`config.mk`:
```
export PLATFORM = sky130hd
export DESIGN_NAME = ysyx_25060170_gpr_wb_arb
export DESIGN_NICKNAME = d
export VERILOG_FILES = /design/src/rtl/ysyx_25060170_gpr_wb_arb.sv
export SDC_FILE = /design/constraint.sdc
export NUM_CORES = 1
export LEC_CHECK = 0
export ABC_CLOCK_PERIOD_IN_PS = 2800
export CAP_MARGIN = 15
export CELL_PAD_IN_SITES_DETAIL_PLACEMENT = 1
export CELL_PAD_IN_SITES_GLOBAL_PLACEMENT = 1
export CORE_UTILIZATION = 34
export CTS_BUF_LIST = sky130_fd_sc_hd__clkbuf_8
export DETAILED_ROUTE_END_ITERATION = 7
export PLACE_DENSITY = 0.89
export SYNTH_ARGS = -nofsm -noshare
export SYNTH_HDL_FRONTEND = slang
export SYNTH_SLANG_ARGS = --single-unit
```
`constraint.sdc`:
```
create_clock -name clk -period 2.8 [get_ports clk]
set_clock_uncertainty 0.2 [all_clocks]
set_input_delay 0.42 -clock clk [delete_from_list [all_inputs] [get_ports clk]]
set_output_delay 0.42 -clock clk [all_outputs]
set_load 0.01 [all_outputs]
```
`src/rtl/ysyx_25060170_gpr_wb_arb.sv`:
```
// rtl/ysyx_25060170_gpr_wb_arb.sv - GPR write-back arbiter (EXU/LSU) with pending-write scoreboard
module ysyx_25060170_gpr_wb_arb #(
    parameter int DATA_W = 32,
    parameter int ADDR_W = 5
) (
    input  logic              clk,
    input  logic              rst,
    input  logic              iss_valid,
    input  logic [ADDR_W-1:0] iss_rd,
    output logic              iss_ready,
    input  logic              exu_valid,
    input  logic [ADDR_W-1:0] exu_rd,
    input  logic [DATA_W-1:0] exu_wd,
    output logic              exu_ready,
    input  logic              lsu_valid,
    input  logic [ADDR_W-1:0] lsu_rd,
    input  logic [DATA_W-1:0] lsu_wd,
    output logic              lsu_ready,
    output logic              GPR_we,
    output logic [ADDR_W-1:0] GPR_writer,
    output logic [DATA_W-1:0] GPR_wd,
    input  logic [ADDR_W-1:0] chk_r1,
    input  logic [ADDR_W-1:0] chk_r2,
    output logic              chk_stall,
    output logic              idle
);
    localparam int NREG = 1 << ADDR_W;

    logic [NREG-1:0]   pend;
    logic [NREG-1:0]   pend_set;
    logic [NREG-1:0]   pend_clr;
    logic [NREG-1:0]   pend_next;
    logic              last_lsu;
    logic              grant;
    logic              iss_fire;
    logic [ADDR_W-1:0] wb_rd;
    logic [DATA_W-1:0] wb_wd;

    // On a tie the source that did not win last time is served; last_lsu resets to 1 so EXU wins first.
    assign exu_ready = exu_valid & (~lsu_valid | last_lsu);
    assign lsu_ready = lsu_valid & (~exu_valid | ~last_lsu);
    assign grant     = exu_ready | lsu_ready;

    assign iss_ready = (iss_rd == '0) | ~pend[iss_rd];
    assign iss_fire  = iss_valid & iss_ready & (iss_rd != '0);

    assign chk_stall = ((chk_r1 != '0) & pend[chk_r1]) | ((chk_r2 != '0) & pend[chk_r2]);
    assign idle      = (pend == '0) & ~GPR_we;

    always_comb begin
        wb_rd     = lsu_rd;
        wb_wd     = lsu_wd;
        pend_set  = '0;
        pend_clr  = '0;
        if (exu_ready) begin
            wb_rd = exu_rd;
            wb_wd = exu_wd;
        end
        if (iss_fire) begin
            pend_set = NREG'(1) << iss_rd;
        end
        if (GPR_we) begin
            pend_clr = NREG'(1) << GPR_writer;
        end
        // Set is applied after clear so a same-edge reissue keeps the bit pending.
        pend_next    = (pend & ~pend_clr) | pend_set;
        pend_next[0] = 1'b0;
    end

    always_ff @(posedge clk) begin
        if (!rst) begin
            pend       <= '0;
            last_lsu   <= 1'b1;
            GPR_we     <= 1'b0;
            GPR_writer <= '0;
            GPR_wd     <= '0;
        end else begin
            pend <= pend_next;
            if (grant) begin
                last_lsu   <= lsu_ready;
                GPR_we     <= (wb_rd != '0);
                GPR_writer <= wb_rd;
                GPR_wd     <= wb_wd;
            end else begin
                GPR_we <= 1'b0;
            end
        end
    end
endmodule
```
Word-level counts from Yosys, hierarchy flattened --
Index checks and enable logic that the tools add are counted. W data, S select, Z words.
Storage, ports and cells: bits in registers 71, bits of input ports 94, output and inout port bits 43, word-level logic and storage cells 48
Cells by class: $lt $le $gt $ge 3, shift operators 2, mux-type cells 10, bitwise operators 20, reduce and logical (&&, ||, !) cells 7
Operators with widths (count):
- $mux W32 | 3
- $shl A1 B5 Y32 const A | 2
- $and A32 B32 Y32 | 1
- $logic_not A32 Y1 | 1
- $not A32 Y32 | 1
- $or A32 B32 Y32 | 1
- $reduce_bool A5 Y1 | 4
- $lt A5 B6 Y1 const B | 3
- $bmux W1 S5 | 3
- $and A1 B1 Y1 | 7
- $logic_not A5 Y1 | 1
- $mux W5 | 1
- $not A1 Y1 | 5
- $or A1 B1 Y1 | 5
- $mux W1 | 3
- $reduce_and A2 Y1 | 1

Longest topological paths before layout --
Gate-level depths: netlist of the first run.
depth in word-level cells 8, depth in mapped cells 7, depth with buffers taken out 5

Least setup slack after synthesis of the first run --
No wires, ideal clock.
path kind input-to-output, start point input chk_r2[2], end point output chk_stall, data arrival time 1.783 ns, data required time 2.180 ns, slack 0.397 ns, cell stages on the path 5, cell sequence clkbuf_1 > mux4_2 > a211o_1 > a21oi_1 > o21ai_0
Between the ends: word-level cells in the longest chain between the ends 4, elaborated cells on any way between the ends 5
RTL lines:
- start: declaration | line 23 | input logic [ADDR_W-1:0] chk_r2,
- $bmux W1 S5 | line 47 | assign chk_stall = ((chk_r1 != '0) & pend[chk_r1]) | ((chk_r2 != '0) & pend[chk_r2]);
- $mux W1 (not written as such) | line 47
- $and A1 B1 Y1 (*) | line 47
- $or A1 B1 Y1 (*) | line 47
- end: declaration | line 24 | output logic chk_stall,
Mark *: on every way between the ends. The rest lies on a longest branch, timed or not. The select of a mux whose other input is x is not followed.

Worst setup path in the final report of the first run --
start point input chk_r1[2], end point output chk_stall
Between the ends: word-level cells in the longest chain between the ends 4, elaborated cells on any way between the ends 5
RTL lines:
- start: declaration | line 22 | input logic [ADDR_W-1:0] chk_r1,
- $bmux W1 S5 | line 47
- $mux W1 (not written as such) | line 47
- $and A1 B1 Y1 (*) | line 47
- $or A1 B1 Y1 (*) | line 47
Marked as above.

==> results of run 1 <==
[Yosys cell counts (all sizes together)]
cell	n	area, µm²
mux4	20	458
a21oi	7	35.0
clkbuf	24	90.1
mux2i	8	92.6
o211a	1	10.0
nor2	55	206
o311ai	3	26.3
mux2	2	22.5
a31oi	3	18.8
a32o	17	170
buf	12	61.3
nor3	7	35.0
nand3b	2	15.0
nor4	8	50.1
a211o	1	8.76
a211oi	4	35.0
o221ai	6	52.6
a311oi	33	289
or4	2	15.0
dfxtp	70	1400
nor4bb	1	10.0
a21boi	1	7.51
or2	1	6.26
nor3b	4	30.0
and3	3	18.8
o41ai	2	17.5
nand2	90	340
o21ai	12	75.1
o211ai	12	90.1
and2	2	12.5
nor4b	1	8.76
nand3	13	82.6
nand4b	1	8.76
nand2b	7	43.8
inv	7	26.3
nand4	4	25.0
nor2b	5	31.3
o31ai	2	15.0
[worst paths after layout]
kind,start,endpoint,slack (ps),depth (start not counted)
setup / recovery,chk_r1[2],chk_stall,120,8
hold / removal,GPR_wd[21]$_SDFFE_PN0N_,GPR_wd[21]$_SDFFE_PN0N_,290,2
setup reg to reg,last_lsu$_SDFFE_PN1N_,GPR_wd[14]$_SDFFE_PN0N_,830,5
hold reg to reg,GPR_wd[21]$_SDFFE_PN0N_,GPR_wd[21]$_SDFFE_PN0N_,290,2
[final cells by class]
type,count,area [µm²]
clock buffers,11,151
multi-input cells,340,2390
inverters,7,26.3
clock inverters,5,81.3
fillers,1312,5150
repair buffers,178,1710
flip-flops and latches,70,1400
well taps,140,175
[registers in the layout, summed over array words and instances (netlist names)]
name        flops
pend           31
GPR_we          1
GPR_writer      5
last_lsu        1
GPR_wd         32
[placed cells by master, fill, tap and decap left out, types with 11 or more instances in the layout]
cell	netlist	routed
a32o_1	17	17
mux4_2	18	18
nand2_1	89	88
dfxtp_1	70	70
a311oi_1	33	33
o211ai_1	12	12
clkbuf_8	0	11
nand3_1	11	11
clkdlybuf4s50_1	0	127
buf_4	0	34
nor2_1	55	55
[metrics by stage]
step	power [W]	worst slack, ps	cell area (µm²)	utilization	TNS (ps)
after floorplan	0.00137	397	3940	-	0
after global placement	0.00171	-544	5660	0.511	-941
after detailed placement	0.00173	-661	5660	0.511	-1130
after CTS	0.00268	13.1	5920	0.535	0
after global routing	0.00278	-16.3	5930	0.535	-16.3
final	0.00266	120	5930	0.535	0
[timing repair]
| action | in CTS | in global routing |
|---|---|---|
| endpoints found under the setup margin | 2 | 2 |
| setup buffers | 1 | 0 |
| gates cloned | 0 | 1 |
| pin swaps | 3 | 0 |
| gates resized for setup | 23 | 4 |
[metal layers]
| layer | vias up | track usage | wire length [µm] |
|---|---|---|---|
| li1 | 2024 | - | - |
| met1 | 2154 | 0.302 | 5750 |
| met2 | 231 | 0.442 | 7410 |
| met3 | 52 | 0.0948 | 1520 |
| met4 | 0 | 0.142 | 538 |
| met5 | - | 0 | 0 |
[kinds of logic after synthesis]
logic type	synth area share
and+or+nand+nor	0.238
DFF	0.355
AOI/OAI and AO/OA	0.216
buffers and inverters	0.0451
muxes	0.145
[power groups by stage]
stage | Sequential (W) | Clock, W | Combinational [W]
2_1_floorplan | 0.00113 | 0 | 0.000240
3_3_place_gp | 0.00111 | 0 | 0.000591
3_5_place_dp | 0.00112 | 0 | 0.000613
4_1_cts | 0.00109 | 0.000968 | 0.000621
5_1_grt | 0.00110 | 0.00101 | 0.000669
6_report | 0.00109 | 0.000949 | 0.000619
[worst max-delay path, stage by stage]
cell and delay [ps]:
clkdlybuf4s50_1 510, buf_6 130, mux4_2 280, nor3b_1 240, a21oi_1 80, o221ai_1 180, o21ai_1 90, clkbuf_2 130
==> results.txt, run 1 <==
Worst Hold Class: register to register
Achievable Freq: 373 MHz
Die Y: 110 µm
WS Path Type: primary input to primary output
Leak Pwr: 2.19 nW
antenna viol nets, final: 0
Worst IR Drop VDD: 0.213 mV
Core ar.: 11,100 µm²
Clock power frac: 0.356
n_diodes: 0
initial antenna violation count: 0
first-pass GRT wire length: 24,400 µm
deepest level of the CTS H-tree: 3
Hold WS: 286 ps
Tightest Pin Transition: 665 ps
Nets: 700
DR pass1 iterations: 4
Arrival @ worst endpoint: 2060 ps
DP HPWL: 11,700 µm
placed cell count: 733
chip width: 110 µm
Syn Inst Count: 453
CP endpoint kind: primary output
Pint: 0.00193 W
Unique masters post-synth: 49
clk_lat worst skew: 350 ps
run status: complete, no violations
Final Wtd Congestion: 0.935
Sw Share: 0.275
share of layout cells above drive strength 1: 0.157
I/O pins: 137
Avg WL per Cell: 20.3 µm
Area growth, synth to finish: 50.4%
Die ar.: 12,000 µm²
vias per cell: 5.94
Net Sw Power: 0.000734 W
total congestion overflow: 0
Mapped Area: 3940 µm²
CTS Buf Count: 9
Syn Area/Cell: 8.70 µm²
Worst Path Required: 2180 ps
FP Rows: 38
Pwr Density: 449 nW/µm²
Initial Util: 0.356
Total Wirelength: 15,200 µm
crit-path max FO: 5
max-cap violations: 0
input/output buffers: 136
CP Launch Type: primary input
number of remaining DRC errors: 0
Comb pwr share: 0.233
Final Cycle Share: 0.957
CTS root buf: clkbuf_8
register bit count reported by yosys: 70
CTS tree: yes
Max-slew headroom: 0.557
final hold vios: 0
largest net degree at the start of global routing: 71
post-synthesis sequential area ratio: 0.355
Vias: 4,461
max-slew violations: 0
count of yosys warnings during synthesis: 0
clk sinks: 70
CTS clk-pin slew, worst paths: 70 ps
CTS Hold Buffers Added: 0
vias in the first global route: 4,769
GR Util All Layers: 0.267
Post-Layout Cell Count: 751
Seq pwr share: 0.411
Final Setup Violations: 0
Synthesized Nets: 547
Max Root-Sink Buffers: 2
DR iter-0 viols: 207
fin crit period: 2680 ps
(Power assumes the default switching activity.)
==> run 2: changes to the inputs <==
--- a/config.mk
+++ b/config.mk
@@ -5,14 +5,15 @@
 export SDC_FILE = /design/constraint.sdc
 export NUM_CORES = 1
 export LEC_CHECK = 0
+export ABC_AREA = 1
 export ABC_CLOCK_PERIOD_IN_PS = 2800
 export CAP_MARGIN = 15
 export CELL_PAD_IN_SITES_DETAIL_PLACEMENT = 1
 export CELL_PAD_IN_SITES_GLOBAL_PLACEMENT = 1
-export CORE_UTILIZATION = 34
+export CORE_UTILIZATION = 27
 export CTS_BUF_LIST = sky130_fd_sc_hd__clkbuf_8
 export DETAILED_ROUTE_END_ITERATION = 7
-export PLACE_DENSITY = 0.89
+export PLACE_DENSITY = 0.77
 export SYNTH_ARGS = -nofsm -noshare
 export SYNTH_HDL_FRONTEND = slang
 export SYNTH_SLANG_ARGS = --single-unit
==> results.txt, run 2 <==
run status: complete, no violations (unchanged)
share of synthesized registers carrying an async set or reset: 0 (unchanged)
share of layout cells above drive strength 1: 0.135 (was 0.157)
max-slew violations: 0 (unchanged)
final hold vios: 0 (unchanged)
WP buf/inv: 4 (was 3)
post-synth top area share: 0.322 (was 0.355)
n_diodes: 0 (unchanged)
register bit count reported by yosys: 70 (unchanged)
input/output buffers: 136 (unchanged)
DR iter-0 viols: 301 (was 207)
CTS Buf Count: 9 (unchanged)
largest net degree at the start of global routing: 34 (was 71)
first-pass GRT wire length: 27,600 µm (was 24,400 µm)
clk sinks: 70 (unchanged)
Max Root-Sink Buffers: 2 (unchanged)
most frequent cells in the layout: nand2_1, clkdlybuf4s50_1, o21ai_0 (was clkdlybuf4s50_1, nand2_1, dfxtp_1)
Achievable Freq: 375 MHz (was 373 MHz)
Leak Pwr: 2.41 nW (was 2.19 nW)
CTS tree: yes (unchanged)
CP Depth: 8 (unchanged)
Max-slew headroom: 0.636 (was 0.557)
fin crit period: 2660 ps (was 2680 ps)
Tightest Pin Transition: 545 ps (was 665 ps)
max-cap violations: 0 (unchanged)
top post-synthesis cells by area: dfxtp_1, nand2_1, o21ai_0 (was dfxtp_1, mux4_2, nand2_1)
Die Y: 129 µm (was 110 µm)
chip width: 129 µm (was 110 µm)
Hold WS: 282 ps (was 286 ps)
Pint: 0.00173 W (was 0.00193 W)
max reg flops: 32 (unchanged)
Design Area, Final: 6270 µm² (was 5930 µm²)
Synthesized Nets: 762 (was 547)
placed cell count: 1,014 (was 733)
Final Wtd Congestion: 0.882 (was 0.935)
number of remaining DRC errors: 0 (unchanged)
I/O pins: 137 (unchanged)
leading cell type by number of instances after synthesis: nand2_1 (unchanged)
Sw Share: 0.316 (was 0.275)
Worst Hold Class: register to register (unchanged)
GR Util All Layers: 0.216 (was 0.267)
Final Cycle Share: 0.952 (was 0.957)
deepest level of the CTS H-tree: 3 (unchanged)
DR pass1 iterations: 4 (unchanged)
Mapped Area: 4360 µm² (was 3940 µm²)
CTS clk-pin slew, worst paths: 80 ps (was 70 ps)
Final Setup Violations: 0 (unchanged)
Area growth, synth to finish: 43.9% (was 50.4%)
Avg WL per Cell: 16.9 µm (was 20.3 µm)
Total Wirelength: 17,400 µm (was 15,200 µm)
FP Rows: 46 (was 38)
Top reg by flops: GPR_wd (unchanged)
most common cell after layout, fill and taps aside: nand2_1 (was clkdlybuf4s50_1)
post-synthesis sequential area ratio: 0.322 (was 0.355)
Syn Inst Count: 668 (was 453)
WS Path Type: primary input to primary output (unchanged)
post-synth top area cell: dfxtp_1 (unchanged)
antenna viol nets, final: 0 (unchanged)
CTS root buf: clkbuf_8 (unchanged)
crit-path max FO: 5 (unchanged)
Largest regs: GPR_wd: 32 flops, pend: 31 flops, GPR_writer: 5 flops (unchanged)
crit-path leading delay family: buffers and inverters (unchanged)
Top FF cell, synth: dfxtp_1 (unchanged)
CP Launch Type: primary input (unchanged)
Total Power: 0.00253 W (was 0.00266 W)
Comb pwr share: 0.275 (was 0.233)
count of yosys warnings during synthesis: 0 (unchanged)
Arrival @ worst endpoint: 2040 ps (was 2060 ps)
Worst IR Drop VDD: 0.183 mV (was 0.213 mV)
most used cell, CP: clkdlybuf4s50_1
Post-synth EDFFs: 0 (unchanged)
slowest stage delay, CP: 530 ps (was 510 ps)
Seq pwr share: 0.436 (was 0.411)
Slowest cell on crit path: clkdlybuf4s50_1 (unchanged)
Core ar.: 15,800 µm² (was 11,100 µm²)
Unique masters post-synth: 35 (was 49)
Net Sw Power: 0.000802 W (was 0.000734 W)
Post-Layout Cell Count: 1,031 (was 751)
Pwr Density: 404 nW/µm² (was 449 nW/µm²)
worst-case reg-to-reg path depth: 13 (was 5)
Initial Util: 0.275 (was 0.356)
most frequent cells after synthesis: nand2_1, o21ai_0, dfxtp_1 (was nand2_1, dfxtp_1, nor2_1)
initial antenna violation count: 0 (unchanged)
Fin Setup TNS: 0 ps (unchanged)
vias per cell: 5.03 (was 5.94)
clk_lat worst skew: 360 ps (was 350 ps)
Clock power frac: 0.289 (was 0.356)
unrepaired setup endpoints after global routing: false
Nets: 904 (was 700)
Syn Area/Cell: 6.52 µm² (was 8.70 µm²)
Vias: 5,183 (was 4,461)
vias in the first global route: 5,176 (was 4,769)
CP endpoint kind: primary output (unchanged)
FILL cells: 2,020 (was 1,312)
Hold Path Cell Cnt: 2 (unchanged)
crit-path cells: clkdlybuf4s50_1 > buf_4 > nor3_2 > nor2_1 > nand3_2 > nand2_1 > inv_1 > clkdlybuf4s50_1 (was clkdlybuf4s50_1 > buf_6 > mux4_2 > nor3b_1 > a21oi_1 > o221ai_1 > o21ai_1 > clkbuf_2)
Die ar.: 16,600 µm² (was 12,000 µm²)
CTS Hold Buffers Added: 0 (unchanged)
total congestion overflow: 0 (unchanged)
Post-DP Area: 6070 µm² (was 5660 µm²)
Worst Path Required: 2180 ps (about the same)
DP HPWL: 13,400 µm (was 11,700 µm)
## run 2: changes by cell type after synthesis, moves of 17 or more
cell,previous run,this run
a21oi_2,0,20
a31oi_1,3,33
mux4_2,18,0
o21ai_0,4,85
nand3_1,11,47
a311oi_1,33,0
nand2_2,1,25
a21oi_1,7,34
inv_1,7,41
nand2_1,89,172
a32o_1,17,0
## run 2: per-stage QoR
stage                util  worst slack [ps]
finish              0.396               135
global placement    0.384              -111
floorplan               -               715
detailed placement  0.384              -127
global route        0.396              25.9
CTS                 0.394              70.5
## run 2: cell families (layout without fill, tap and decap cells)
kind of cell,Yosys count,count (layout),synth area share
and+or+nand+nor,318,318,0.324
AOI/OAI and AO/OA,187,187,0.251
buffers and inverters,88,235,0.0916
DFF,70,70,0.322
muxes,5,5,0.0115
## run 2: timing repair
item,in CTS,in global routing
pin swaps,0,0
resized for setup,7,7
endpoints found under the hold margin,0,0
setup buffers,0,0
setup endpoints to repair,2,3
gates cloned,0,1
## run 2: worst reg2reg max path: stages (launching register included)
cell	delay (ps)
dfxtp_1	510
nand2_1	100
nand2_1	70
nand2_1	40
nand2_1	80
nand2_1	50
nand3_1	80
nand3_2	80
buf_4	150
nand3_4	120
nor2_8	40
buf_12	180
nand2_2	90
a21oi_2	50
## run 2: cell type report
| class | instances | area (µm²) | share of cell area |
|---|---|---|---|
| clock inverters | 6 | 30.0 | 0.00479 |
| flip-flops and latches | 70 | 1400 | 0.224 |
| inverters | 46 | 180 | 0.0288 |
| repair buffers | 173 | 1680 | 0.269 |
| multi-input cells | 510 | 2560 | 0.409 |
| well taps | 216 | 270 | 0.0431 |
| clock buffers | 10 | 138 | 0.0220 |
## run 2: metal layers
layer,routed length (µm),GRT usage,share of wire
met1,7600,0.263,0.44
met5,0,0,0
met3,1330,0.0623,0.076
met2,8090,0.360,0.46
met4,421,0.0865,0.024
## run 2: final timing paths
check,startpoint,end,slack (ps)
worst max-delay path,iss_rd[2],iss_ready,140
worst min-delay path,GPR_wd[4]$_SDFFE_PN0N_,GPR_wd[4]$_SDFFE_PN0N_,280
worst max register to register,pend[7]$_SDFF_PN0_,pend[29]$_SDFF_PN0_,820
worst min register to register,GPR_wd[4]$_SDFFE_PN0N_,GPR_wd[4]$_SDFFE_PN0N_,280
## run 2: power by group through the flow
stage	Sequential, W	Combinational [W]	Clock, W
after CTS	0.00111	0.000698	0.000754
after global placement	0.00112	0.000687	0
after detailed placement	0.00113	0.000695	0
final	0.00111	0.000697	0.000731
after floorplan	0.00113	0.000306	0
after global routing	0.00111	0.000764	0.000797
